===== config.mk =====
export PLATFORM = sky130hd
export DESIGN_NAME = alu_arbiter
export DESIGN_NICKNAME = d
export VERILOG_FILES = /design/src/rtl/alu_pkg.sv /design/src/rtl/alu_arbiter_alu.sv /design/src/rtl/alu_arbiter.sv
export SDC_FILE = /design/constraint.sdc
export NUM_CORES = 1
export LEC_CHECK = 0
export BUFFER_PORTS_ARGS = -buffer_cell sky130_fd_sc_hd__clkbuf_2
export CAP_MARGIN = 20
export CORE_ASPECT_RATIO = 1.75
export CORE_MARGIN = 2
export CORE_UTILIZATION = 60
export DETAILED_ROUTE_END_ITERATION = 7
export HOLD_SLACK_MARGIN = 0.05
export PLACE_DENSITY_LB_ADDON = 0.08
export SYNTH_ARGS = -nofsm -noshare
export SYNTH_HDL_FRONTEND = slang
export SYNTH_SLANG_ARGS = --single-unit

===== constraint.sdc =====
create_clock -name clk -period 6.2 [get_ports clk]
set_clock_uncertainty 0.2 [all_clocks]
set_input_delay 1.55 -clock clk [delete_from_list [all_inputs] [get_ports clk]]
set_output_delay 1.55 -clock clk [all_outputs]
set_load 0.05 [all_outputs]

===== src/rtl/alu_pkg.sv =====
// Shared opcodes, FSM encodings and default width for the shared-ALU arbiter.
package alu_pkg;
  localparam int DATA_W_DEF = 8;

  localparam logic [2:0] OP_ADD = 3'd0;
  localparam logic [2:0] OP_SUB = 3'd1;
  localparam logic [2:0] OP_CMP = 3'd2;
  localparam logic [2:0] OP_AND = 3'd3;
  localparam logic [2:0] OP_OR  = 3'd4;
  localparam logic [2:0] OP_XOR = 3'd5;

  typedef enum logic [1:0] {
    ST_IDLE = 2'd0,
    ST_EXEC = 2'd1,
    ST_RESP = 2'd2
  } state_t;
endpackage


===== src/rtl/alu_arbiter_alu.sv =====
// Combinational ALU producing the exact response values (data and flags) the
// arbiter captures; CMP and illegal opcodes are resolved here.
module alu_arbiter_alu
  import alu_pkg::*;
#(
  parameter int DATA_W = DATA_W_DEF
) (
  input  logic [2:0]        op,
  input  logic [DATA_W-1:0] a,
  input  logic [DATA_W-1:0] b,
  output logic [DATA_W-1:0] data,
  output logic              zero,
  output logic              carry,
  output logic              err
);
  logic [DATA_W:0]   sum;
  logic [DATA_W:0]   diff;
  logic [DATA_W-1:0] logic_res;

  always_comb begin
    sum       = {1'b0, a} + {1'b0, b};
    diff      = {1'b0, a} - {1'b0, b};
    logic_res = '0;
    data      = '0;
    zero      = 1'b0;
    carry     = 1'b0;
    err       = 1'b0;
    case (op)
      OP_ADD: begin
        {carry, data} = sum;
        zero          = (sum[DATA_W-1:0] == '0);
      end
      OP_SUB: begin
        {carry, data} = diff;
        zero          = (diff[DATA_W-1:0] == '0);
      end
      OP_CMP: begin
        zero  = (a == b);
        carry = (a < b);
      end
      OP_AND, OP_OR, OP_XOR: begin
        logic_res = (op == OP_AND) ? (a & b) : (op == OP_OR) ? (a | b) : (a ^ b);
        data      = logic_res;
        zero      = (logic_res == '0);
      end
      // 6/7: flag the error, everything else stays zero
      default: err = 1'b1;
    endcase
  end
endmodule


===== src/rtl/alu_arbiter.sv =====
// Round-robin arbiter sharing one ALU between two valid/ready requesters;
// operands are held for EXEC_CYCLES, then the result is held until accepted.
module alu_arbiter
  import alu_pkg::*;
#(
  parameter int DATA_W      = DATA_W_DEF,
  parameter int EXEC_CYCLES = 1
) (
  input  logic              clk,
  input  logic              rst_n,
  input  logic              req0_valid,
  input  logic [2:0]        req0_op,
  input  logic [DATA_W-1:0] req0_a,
  input  logic [DATA_W-1:0] req0_b,
  output logic              req0_ready,
  input  logic              req1_valid,
  input  logic [2:0]        req1_op,
  input  logic [DATA_W-1:0] req1_a,
  input  logic [DATA_W-1:0] req1_b,
  output logic              req1_ready,
  output logic              resp_valid,
  input  logic              resp_ready,
  output logic              resp_id,
  output logic [DATA_W-1:0] resp_data,
  output logic              resp_zero,
  output logic              resp_carry,
  output logic              resp_err,
  output logic              busy
);
  localparam logic [3:0] CNT_INIT = 4'(EXEC_CYCLES - 1);

  state_t            state_q, state_d;
  logic              rr_q, rr_d;
  logic [3:0]        cnt_q, cnt_d;
  logic              id_q, id_d;
  logic [2:0]        op_q, op_d;
  logic [DATA_W-1:0] a_q, a_d, b_q, b_d;
  logic [DATA_W-1:0] rdata_q, rdata_d;
  logic              rzero_q, rzero_d, rcarry_q, rcarry_d, rerr_q, rerr_d;

  logic              gnt_any, gnt_id;
  logic [DATA_W-1:0] alu_data;
  logic              alu_zero, alu_carry, alu_err;

  alu_arbiter_alu #(.DATA_W(DATA_W)) u_alu (
    .op(op_q), .a(a_q), .b(b_q),
    .data(alu_data), .zero(alu_zero), .carry(alu_carry), .err(alu_err)
  );

  // Pointer only matters on a tie; a lone valid always wins.
  assign gnt_any = req0_valid | req1_valid;
  assign gnt_id  = (req0_valid && req1_valid) ? rr_q : req1_valid;

  always_ff @(posedge clk) begin
    if (!rst_n) begin
      state_q  <= ST_IDLE;
      rr_q     <= 1'b0;
      cnt_q    <= '0;
      id_q     <= 1'b0;
      op_q     <= '0;
      a_q      <= '0;
      b_q      <= '0;
      rdata_q  <= '0;
      rzero_q  <= 1'b0;
      rcarry_q <= 1'b0;
      rerr_q   <= 1'b0;
    end else begin
      state_q  <= state_d;
      rr_q     <= rr_d;
      cnt_q    <= cnt_d;
      id_q     <= id_d;
      op_q     <= op_d;
      a_q      <= a_d;
      b_q      <= b_d;
      rdata_q  <= rdata_d;
      rzero_q  <= rzero_d;
      rcarry_q <= rcarry_d;
      rerr_q   <= rerr_d;
    end
  end

  always_comb begin
    state_d  = state_q;
    rr_d     = rr_q;
    cnt_d    = cnt_q;
    id_d     = id_q;
    op_d     = op_q;
    a_d      = a_q;
    b_d      = b_q;
    rdata_d  = rdata_q;
    rzero_d  = rzero_q;
    rcarry_d = rcarry_q;
    rerr_d   = rerr_q;
    case (state_q)
      ST_IDLE: if (gnt_any) begin
        op_d    = gnt_id ? req1_op : req0_op;
        a_d     = gnt_id ? req1_a  : req0_a;
        b_d     = gnt_id ? req1_b  : req0_b;
        id_d    = gnt_id;
        rr_d    = ~gnt_id;
        cnt_d   = CNT_INIT;
        state_d = ST_EXEC;
      end
      ST_EXEC: if (cnt_q != '0) begin
        cnt_d = cnt_q - 4'd1;
      end else begin
        rdata_d  = alu_data;
        rzero_d  = alu_zero;
        rcarry_d = alu_carry;
        rerr_d   = alu_err;
        state_d  = ST_RESP;
      end
      ST_RESP: if (resp_ready) state_d = ST_IDLE;
      default: state_d = ST_IDLE;
    endcase
  end

  always_comb begin
    req0_ready = rst_n && (state_q == ST_IDLE) && req0_valid && !gnt_id;
    req1_ready = rst_n && (state_q == ST_IDLE) && req1_valid && gnt_id;
    resp_valid = (state_q == ST_RESP);
    busy       = (state_q != ST_IDLE);
    resp_id    = id_q;
    resp_data  = rdata_q;
    resp_zero  = rzero_q;
    resp_carry = rcarry_q;
    resp_err   = rerr_q;
  end
endmodule

==> results of run 1 <==
==> power by group through the flow <==
stage                     clock, W  sequential, W  combinational, W
after floorplan                  0       0.000398          0.000691
after global placement           0       0.000363          0.000914
after detailed placement         0       0.000366          0.000926
after CTS                 0.000255       0.000360          0.000934
after global routing      0.000266       0.000371           0.00103
final                     0.000253       0.000361          0.000948
==> worst max-delay path, cell delays in order <==
cell                       delay (ns)
sky130_fd_sc_hd__clkbuf_2        0.10
sky130_fd_sc_hd__a211oi_2        0.21
sky130_fd_sc_hd__buf_4           0.23
sky130_fd_sc_hd__and2_0          0.31
sky130_fd_sc_hd__clkbuf_2        0.33
==> stage by stage <==
step / utilization / hold WS (ns) / setup WS (ns) / power, W
finish: 0.7024 / 0.2541 / 1.715 / 0.001562
global route: 0.7024 / 0.2734 / 1.617 / 0.001672
CTS: 0.7024 / 0.2580 / 1.720 / 0.001549
detailed placement: 0.6747 / 0.2472 / 1.709 / 0.001292
global placement: 0.6747 / 0.2445 / 1.767 / 0.001277
floorplan: - / 0.2561 / 1.821 / 0.001089
==> worst paths after layout <==
| kind | to | slack, ns | cells after the start |
|---|---|---|---|
| setup / recovery | req0_ready | 1.72 | 5 |
| hold / removal | resp_data[4] | 0.25 | 2 |
| hold reg to reg | resp_data[4] | 0.25 | 2 |
| setup reg to reg | resp_data[7] | 3.33 | 8 |
==> registers in the layout, summed over array words and instances, names as in the netlist <==
register,cells
resp_id,1
resp_carry,1
op_q,3
resp_err,1
resp_zero,1
a_q,8
resp_data,8
state_q,2
rr_q,1
b_q,8
cnt_q,4
==> placed cells by master (no fill, tap or decap), types with 6 or more instances in the layout <==
cell type,instances
sky130_fd_sc_hd__and2_1,6
sky130_fd_sc_hd__ha_1,25
sky130_fd_sc_hd__clkbuf_2,58
sky130_fd_sc_hd__inv_1,25
sky130_fd_sc_hd__nand2_1,20
sky130_fd_sc_hd__a22oi_1,13
sky130_fd_sc_hd__o21ai_0,20
sky130_fd_sc_hd__a222oi_1,15
sky130_fd_sc_hd__nor2_1,37
sky130_fd_sc_hd__nor2b_1,15
sky130_fd_sc_hd__a21o_1,6
sky130_fd_sc_hd__dfxtp_1,38
sky130_fd_sc_hd__a21oi_1,23
sky130_fd_sc_hd__nor3_1,9
sky130_fd_sc_hd__o311a_1,9
==> cell families (layout without fill, tap and decap cells) <==
family | after synthesis | count (layout)
AO/OA/AOI/OAI | 138 | 138
AND/OR/NAND/NOR | 124 | 124
buffers and inverters | 55 | 96
flip-flops | 38 | 38
adder cells (fa/ha/maj) | 27 | 27
XOR/XNOR | 8 | 8
multiplexers | 2 | 2
==> area by class of cell <==
type / instances / area [sq um]
tap: 54 / 67.56
multi-input combinational: 299 / 2108
timing repair buffer: 63 / 327.8
fill: 431 / 1481
sequential: 38 / 760.7
inverter: 25 / 93.84
clock buffer: 5 / 68.82
clock inverter: 3 / 68.82
==> metal layers <==
metal,routed length (um),track usage
met4,426,0.1735
met5,0,0
met3,429,0.04462
met2,4357,0.5385
met1,3230,0.3352
==> Flow_metrics.wiki, run 1 <==
{| class="wikitable"
! Metric !! Value
|-
| Starting density of the core || 0.6204
|-
| Setup Viol. Count Final || 0
|-
| Gate power share || 0.607
|-
| First-pass iteration count of the detailed router || 5
|-
| Number of placed instances with taps included || approximately 480
|-
| Maximum VDD drop || 498.7 uV
|-
| Antenna diode instance count || 0
|-
| Via count of the first global-routing pass || 3034
|-
| Leading area contributor after synthesis || sky130_fd_sc_hd__dfxtp_1
|-
| Number of gates given a new drive strength after cts || 0
|-
| Average vias per placed instance || 6.696
|-
| Most common library cells after synthesis || sky130_fd_sc_hd__dfxtp_1, sky130_fd_sc_hd__nor2_1, sky130_fd_sc_hd__ha_1, sky130_fd_sc_hd__inv_1, sky130_fd_sc_hd__a21oi_1
|-
| Initial drt markers || between 200 and 300
|-
| Share of synthesized area occupied by flip-flops and latches || 0.2464
|-
| Power density over cell area || 447.0 mW/mm^2
|-
| Worst hold path type || reg2reg
|-
| Cells after synthesis || 392
|-
| Top FF cell, synth || sky130_fd_sc_hd__dfxtp_1
|-
| Combinational family with the most area after synthesis || compound AO/OA/AOI/OAI gates
|-
| RePlAce Congestion || 0.9557
|-
| Number of buffers inserted to repair setup after CTS || 0
|-
| Achievable clock frequency || 223.0 MHz
|-
| Share of post-route cells with drive strength above 1 || 0.1894
|-
| Proportion of synthesized area in mux cells || 0.006888
|-
| DRC errors left || 0
|-
| # rows || 34
|-
| Global-route wire length before repair || 13830 um
|-
| Pin count of the biggest net entering global routing || 47
|-
| Count of vias placed by the detailed router || 3261
|-
| Synthesized cell area || about 0.003 sq mm
|-
| Clock tree from TritonCTS || yes
|-
| Seq cells post-synth || 38
|-
| Number of nets in the final layout || 502
|-
| Final Max Tran Viols || 0
|-
| Nature of the critical path startpoint || input pin
|-
| Cells taking the most area after synthesis || sky130_fd_sc_hd__dfxtp_1, sky130_fd_sc_hd__ha_1, sky130_fd_sc_hd__a222oi_1
|-
| Hold-fix buffers, CTS || 0
|-
| H-Tree Level Count || 2
|-
| Simple-gate share of the synthesized area || 0.2083
|-
| Max-cap check violation count || 0
|-
| Routed WL || 8444 um
|-
| Std-Cell Core Area || 0.004977 sq mm
|-
| Async SR Flop Fraction || 0
|-
| Post-route fraction of the period consumed by the critical path || 0.7234
|-
| Startpoint of the worst-slack reg-to-reg timing path || a_q[5]
|-
| Deepest clock path buffer count || 2
|-
| Clock Power Share || 0.162
|-
| CTS root buffer || sky130_fd_sc_hd__clkbuf_8
|-
| Critical hold path startpoint || resp_data[4]
|-
| CP max FO || 16
|-
| Nets in the synthesized netlist || 462
|-
| Synthesis-to-finish area growth || 13.21%
|-
| RSZ-0062 raised after global routing || false
|-
| Compound-gate portion of the synthesized area || 0.3306
|-
| Synth top area share || 0.2464
|-
| Synthesized-area fraction occupied by xor and xnor cells || 0.02269
|-
| Boundary Pins || 59
|-
| Total GRT Usage || 0.3051
|-
| Unique cell type count in the Yosys netlist || 65
|-
| Critical Path AT || 2.73 ns
|-
| Switching power share of the total || 0.4726
|-
| Final non-filler cell area || 0.003496 sq mm
|-
| Internal power of the cells || slightly above 0.0008 W
|-
| Synthesis warning total || 0
|-
| Critical Path Sink Type || primary output
|-
| Final min period || around 4.5 ns
|-
| Post-Synth Adder-Cell Area || 0.1143
|-
| EDFF count, synth || 0
|-
| Num CTS Buffers || 5
|-
| Antenna Violating Nets Remaining || 0
|-
| Area of the die || between 0.005 and 0.006 sq mm
|-
| Total clock sinks || 38
|-
| Dominant cell by count in the synthesized netlist || sky130_fd_sc_hd__dfxtp_1
|-
| Worst-path clk slew || around 0.08 ns
|-
| Switching power total || approximately 0.00074 W
|-
| Critical setup path kind || in2out
|-
| Die width || 58.23 um
|-
| Transition time at the pin with the least slew margin || a little over 0.9 ns
|-
| Avg Inst Size Synth || 7.877 sq um
|-
| Final Hold Fails || 0
|-
| Sum Neg Setup Slack || 0 ns
|-
| Antenna violations before repair || 0
|-
| Later-pin clock latency in the skew report || 0.30 ns
|-
| Port bufs || 58
|-
| Part of the total power dissipated in sequential elements || 0.231
|-
| Die Ht || ~99 um
|-
| HPWL after detailed placement || 6293 um
|-
| Max-Slew Margin vs Limit || 0.3851
|-
| Cell Area, Placed || 0.003358 sq mm
|-
| P_leak || 1.565 nW
|-
| Layout Cells excl Fill || 487
|-
| Critical path origin || req1_valid
|-
| Wire length per cell after detailed routing || 17.34 um
|-
| Required time worst endpoint || 4.45 ns
|-
| Outcome || completed
|-
| Total overflow reported by the global router || 0
|}
Note: power is estimated with default switching activity, not from simulation.
==> inputs of run 2 (changes only) <==
--- a/config.mk
+++ b/config.mk
@@ -9,7 +9,7 @@
 export CAP_MARGIN = 20
 export CORE_ASPECT_RATIO = 1.75
 export CORE_MARGIN = 2
-export CORE_UTILIZATION = 60
+export CORE_UTILIZATION = 56
 export DETAILED_ROUTE_END_ITERATION = 7
 export HOLD_SLACK_MARGIN = 0.05
 export PLACE_DENSITY_LB_ADDON = 0.08
==> constraint.sdc (replaced) <==
create_clock -name clk -period 4.63 [get_ports clk]
set_clock_uncertainty 0.2 [all_clocks]
set_input_delay 1.1575 -clock clk [delete_from_list [all_inputs] [get_ports clk]]
set_output_delay 1.1575 -clock clk [all_outputs]
set_load 0.05 [all_outputs]
==> run 2 against run 1 <==
Hold slack improved by 0.0011 ns. Critical path depth did not move. Flip-flop and latch count did not move. First-iteration DRC count fell by 9.1%. Global-route usage fell by 1.2 points. Power rose by 34%. Cell count rose by 4.1%. Critical path type unchanged. Highest routed layer unchanged.
==> Flow_metrics.wiki, run 2 (synthesis gave the netlist of run 1 again) <==
{| class="wikitable"
! Metric !! Value
|-
| First-pass iteration count of the detailed router || 8 (+3)
|-
| Commonest non-fill, non-tap cell in the layout || sky130_fd_sc_hd__clkbuf_2
|-
| Starting density of the core || 0.5828 (-0.03765)
|-
| Number of nets in the final layout || 502 (unchanged)
|-
| Synthesis-to-finish area growth || 14.02%
|-
| RSZ-0062 raised after global routing || false
|-
| Total Power Consumption || 0.002096 W (+34%)
|-
| Critical Path AT || 2.35 ns (-0.38 ns)
|-
| Hold depth || 2 (unchanged)
|-
| Most common cell on crit path || sky130_fd_sc_hd__clkbuf_2
|-
| Clock tree from TritonCTS || yes
|-
| Number of gates given a new drive strength after cts || 0 (unchanged)
|-
| Average vias per placed instance || 6.308 (-5.8%)
|-
| Via count of the first global-routing pass || 2931 (-3.4%)
|-
| Num CTS Buffers || 5 (unchanged)
|-
| Final min period || about 3.7 ns
|-
| Leading cell types in the layout, fill and taps excluded || sky130_fd_sc_hd__clkbuf_2, sky130_fd_sc_hd__dfxtp_1, sky130_fd_sc_hd__nor2_1
|-
| Internal power of the cells || 0.001103 W (+34%)
|-
| Boundary Pins || 59 (unchanged)
|-
| Total clock sinks || 38 (unchanged)
|-
| Deepest clock path buffer count || 2 (unchanged)
|-
| Maximum VDD drop || 365.6 uV (-27%)
|-
| Setup Viol. Count Final || 0 (unchanged)
|-
| Switching power share of the total || 0.4738 (+0.001256)
|-
| CP top delay family || buffers and inverters
|-
| Hold-fix buffers, CTS || 0 (unchanged)
|-
| Antenna violations before repair || 0 (unchanged)
|-
| Total overflow reported by the global router || 0 (unchanged)
|-
| Achievable clock frequency || about 270 MHz
|-
| Required time worst endpoint || 3.27 ns (-1.18 ns)
|-
| Number of buffers inserted to repair setup after CTS || 0 (unchanged)
|-
| Number of buffers and inverters on the critical path || 3 (unchanged)
|-
| Initial drt markers || 241 (-9.1%)
|-
| Worst setup path endpoint || req0_ready
|-
| Final Max Tran Viols || 0 (unchanged)
|-
| R2R depth || 8 (unchanged)
|-
| Peak per-stage delay on the critical path || 0.34 ns (about the same)
|-
| Transition time at the pin with the least slew margin || 0.9552 ns (+0.03407 ns)
|-
| Total GRT Usage || 0.2929 (-0.01216)
|-
| Port bufs || 58 (unchanged)
|-
| Wire length per cell after detailed routing || 16.79 um (-3.2%)
|-
| Final Hold Fails || 0 (unchanged)
|-
| CP max FO || 16 (unchanged)
|-
| Die width || 60.14 um (+3.3%)
|-
| CTS root buffer || sky130_fd_sc_hd__clkbuf_8
|-
| H-Tree Level Count || 2 (unchanged)
|-
| Share of post-route cells with drive strength above 1 || 0.1894 (unchanged)
|-
| Switching power total || 0.0009930 W (+34%)
|-
| Post-route fraction of the period consumed by the critical path || 0.8010
|-
| Max-Slew Margin vs Limit || 0.3623 (-0.02275)
|-
| Final Worst Setup Slack || 0.9216 ns (-0.7935 ns)
|-
| Part of the total power dissipated in sequential elements || 0.238 (+0.007)
|-
| Antenna diode instance count || 0 (unchanged)
|-
| Power density over cell area || 595.2 mW/mm^2 (+33%)
|-
| Sum Neg Setup Slack || 0 ns (unchanged)
|-
| Worst-path clk slew || 0.08 ns (about the same)
|-
| Routed WL || 8512 um (+0.81%)
|-
| Std-Cell Core Area || 0.005299 sq mm (+6.5%)
|-
| Critical path origin || req1_valid
|-
| Max-cap check violation count || 0 (unchanged)
|-
| Startpoint of the worst-slack reg-to-reg timing path || a_q[5]
|-
| Ordered list of cells on the worst path || clkbuf_2 > a211oi_2 > buf_4 > and2_0 > clkbuf_2
|-
| Clock Power Share || 0.164 (+0.002)
|-
| Global-route wire length before repair || 13670 um (-1.2%)
|-
| # rows || 35 (+2.9%)
|-
| Die Ht || 102.2 um (+3.4%)
|-
| Area of the die || 0.006148 sq mm (+6.7%)
|-
| Worst hold path type || reg2reg
|-
| Critical setup path kind || in2out
|-
| Count of vias placed by the detailed router || 3198 (-1.9%)
|-
| Antenna Violating Nets Remaining || 0 (unchanged)
|-
| Flop2flop setup slack || 1.72 ns (-1.61 ns)
|-
| Number of gates on the worst path with buffers counted || 5 (unchanged)
|-
| Outcome || completed
|-
| Gate power share || 0.599 (-0.008)
|-
| Nature of the critical path startpoint || input pin
|-
| P_leak || 1.565 nW (unchanged)
|-
| Slowest stage cell on the critical path || sky130_fd_sc_hd__clkbuf_2
|-
| Pin count of the biggest net entering global routing || 47 (unchanged)
|-
| Endpoint of the worst register-to-register path || resp_data[7]
|-
| Critical Path Sink Type || primary output
|-
| Pre-CTS worst setup slack || 0.9323 ns (-0.7764 ns)
|-
| RePlAce Congestion || 0.9479 (-0.82%)
|-
| HPWL after detailed placement || 6413 um (+1.9%)
|-
| DRC errors left || 0 (unchanged)
|-
| Later-pin clock latency in the skew report || 0.30 ns (about the same)
|}
[run 2: cell counts in the layout (fill, tap and decap cells not counted)]
No cell type changed its count.
[run 2: per-layer routing]
metal,track usage,part of all wire
met5,0,0
met4,0.1333,0.038
met3,0.03165,0.049
met2,0.5100,0.51
met1,0.3501,0.40
[run 2: worst min-delay path by stage]
| stage | start | endpoint | slack, ns |
|---|---|---|---|
| after floorplan | cnt_q[0] | cnt_q[0] | 0.26 |
| after global placement | resp_data[3] | resp_data[3] | 0.25 |
| after detailed placement | resp_data[3] | resp_data[3] | 0.25 |
| after CTS | resp_data[3] | resp_data[3] | 0.26 |
| after global routing | resp_err | resp_err | 0.28 |
| final | resp_err | resp_err | 0.26 |
[run 2: area by class of cell]
class	instances	area, sq um
Clock buffer	5	68.82
Tap cell	74	92.59
Fill cell	485	1778
Sequential cell	38	760.7
Multi-Input combinational cell	299	2108
Clock inverter	3	68.82
Timing Repair Buffer	63	327.8
Inverter	25	93.84
[run 2: worst register-to-register path, stage by stage, from the launching register on]
cell and delay (ns):
sky130_fd_sc_hd__dfxtp_1 0.42, sky130_fd_sc_hd__inv_1 0.07, sky130_fd_sc_hd__ha_1 0.49, sky130_fd_sc_hd__nor4_1 0.61, sky130_fd_sc_hd__o31a_1 0.25, sky130_fd_sc_hd__nor3_1 0.07, sky130_fd_sc_hd__xnor2_1 0.25, sky130_fd_sc_hd__o31ai_1 0.11
sky130_fd_sc_hd__o311a_1 0.34
[run 2: stage by stage]
step	std cells	instance area (sq um)	utilization	hold slack, ns
floorplan	392	3088	-	0.2561
global placement	499	3383	0.6385	0.2453
detailed placement	499	3383	0.6385	0.2498
CTS	507	3521	0.6645	0.2606
global route	507	3521	0.6645	0.2823
finish	507	3521	0.6645	0.2553
[run 2: power by group through the flow]
stage | clock network [W] | registers, W | logic, W
after floorplan | 0 | 0.000533 | 0.000925
after global placement | 0 | 0.000498 | 0.00121
after detailed placement | 0 | 0.000503 | 0.00123
after CTS | 0.000345 | 0.000496 | 0.00124
after global routing | 0.000359 | 0.000510 | 0.00137
final | 0.000343 | 0.000498 | 0.00125
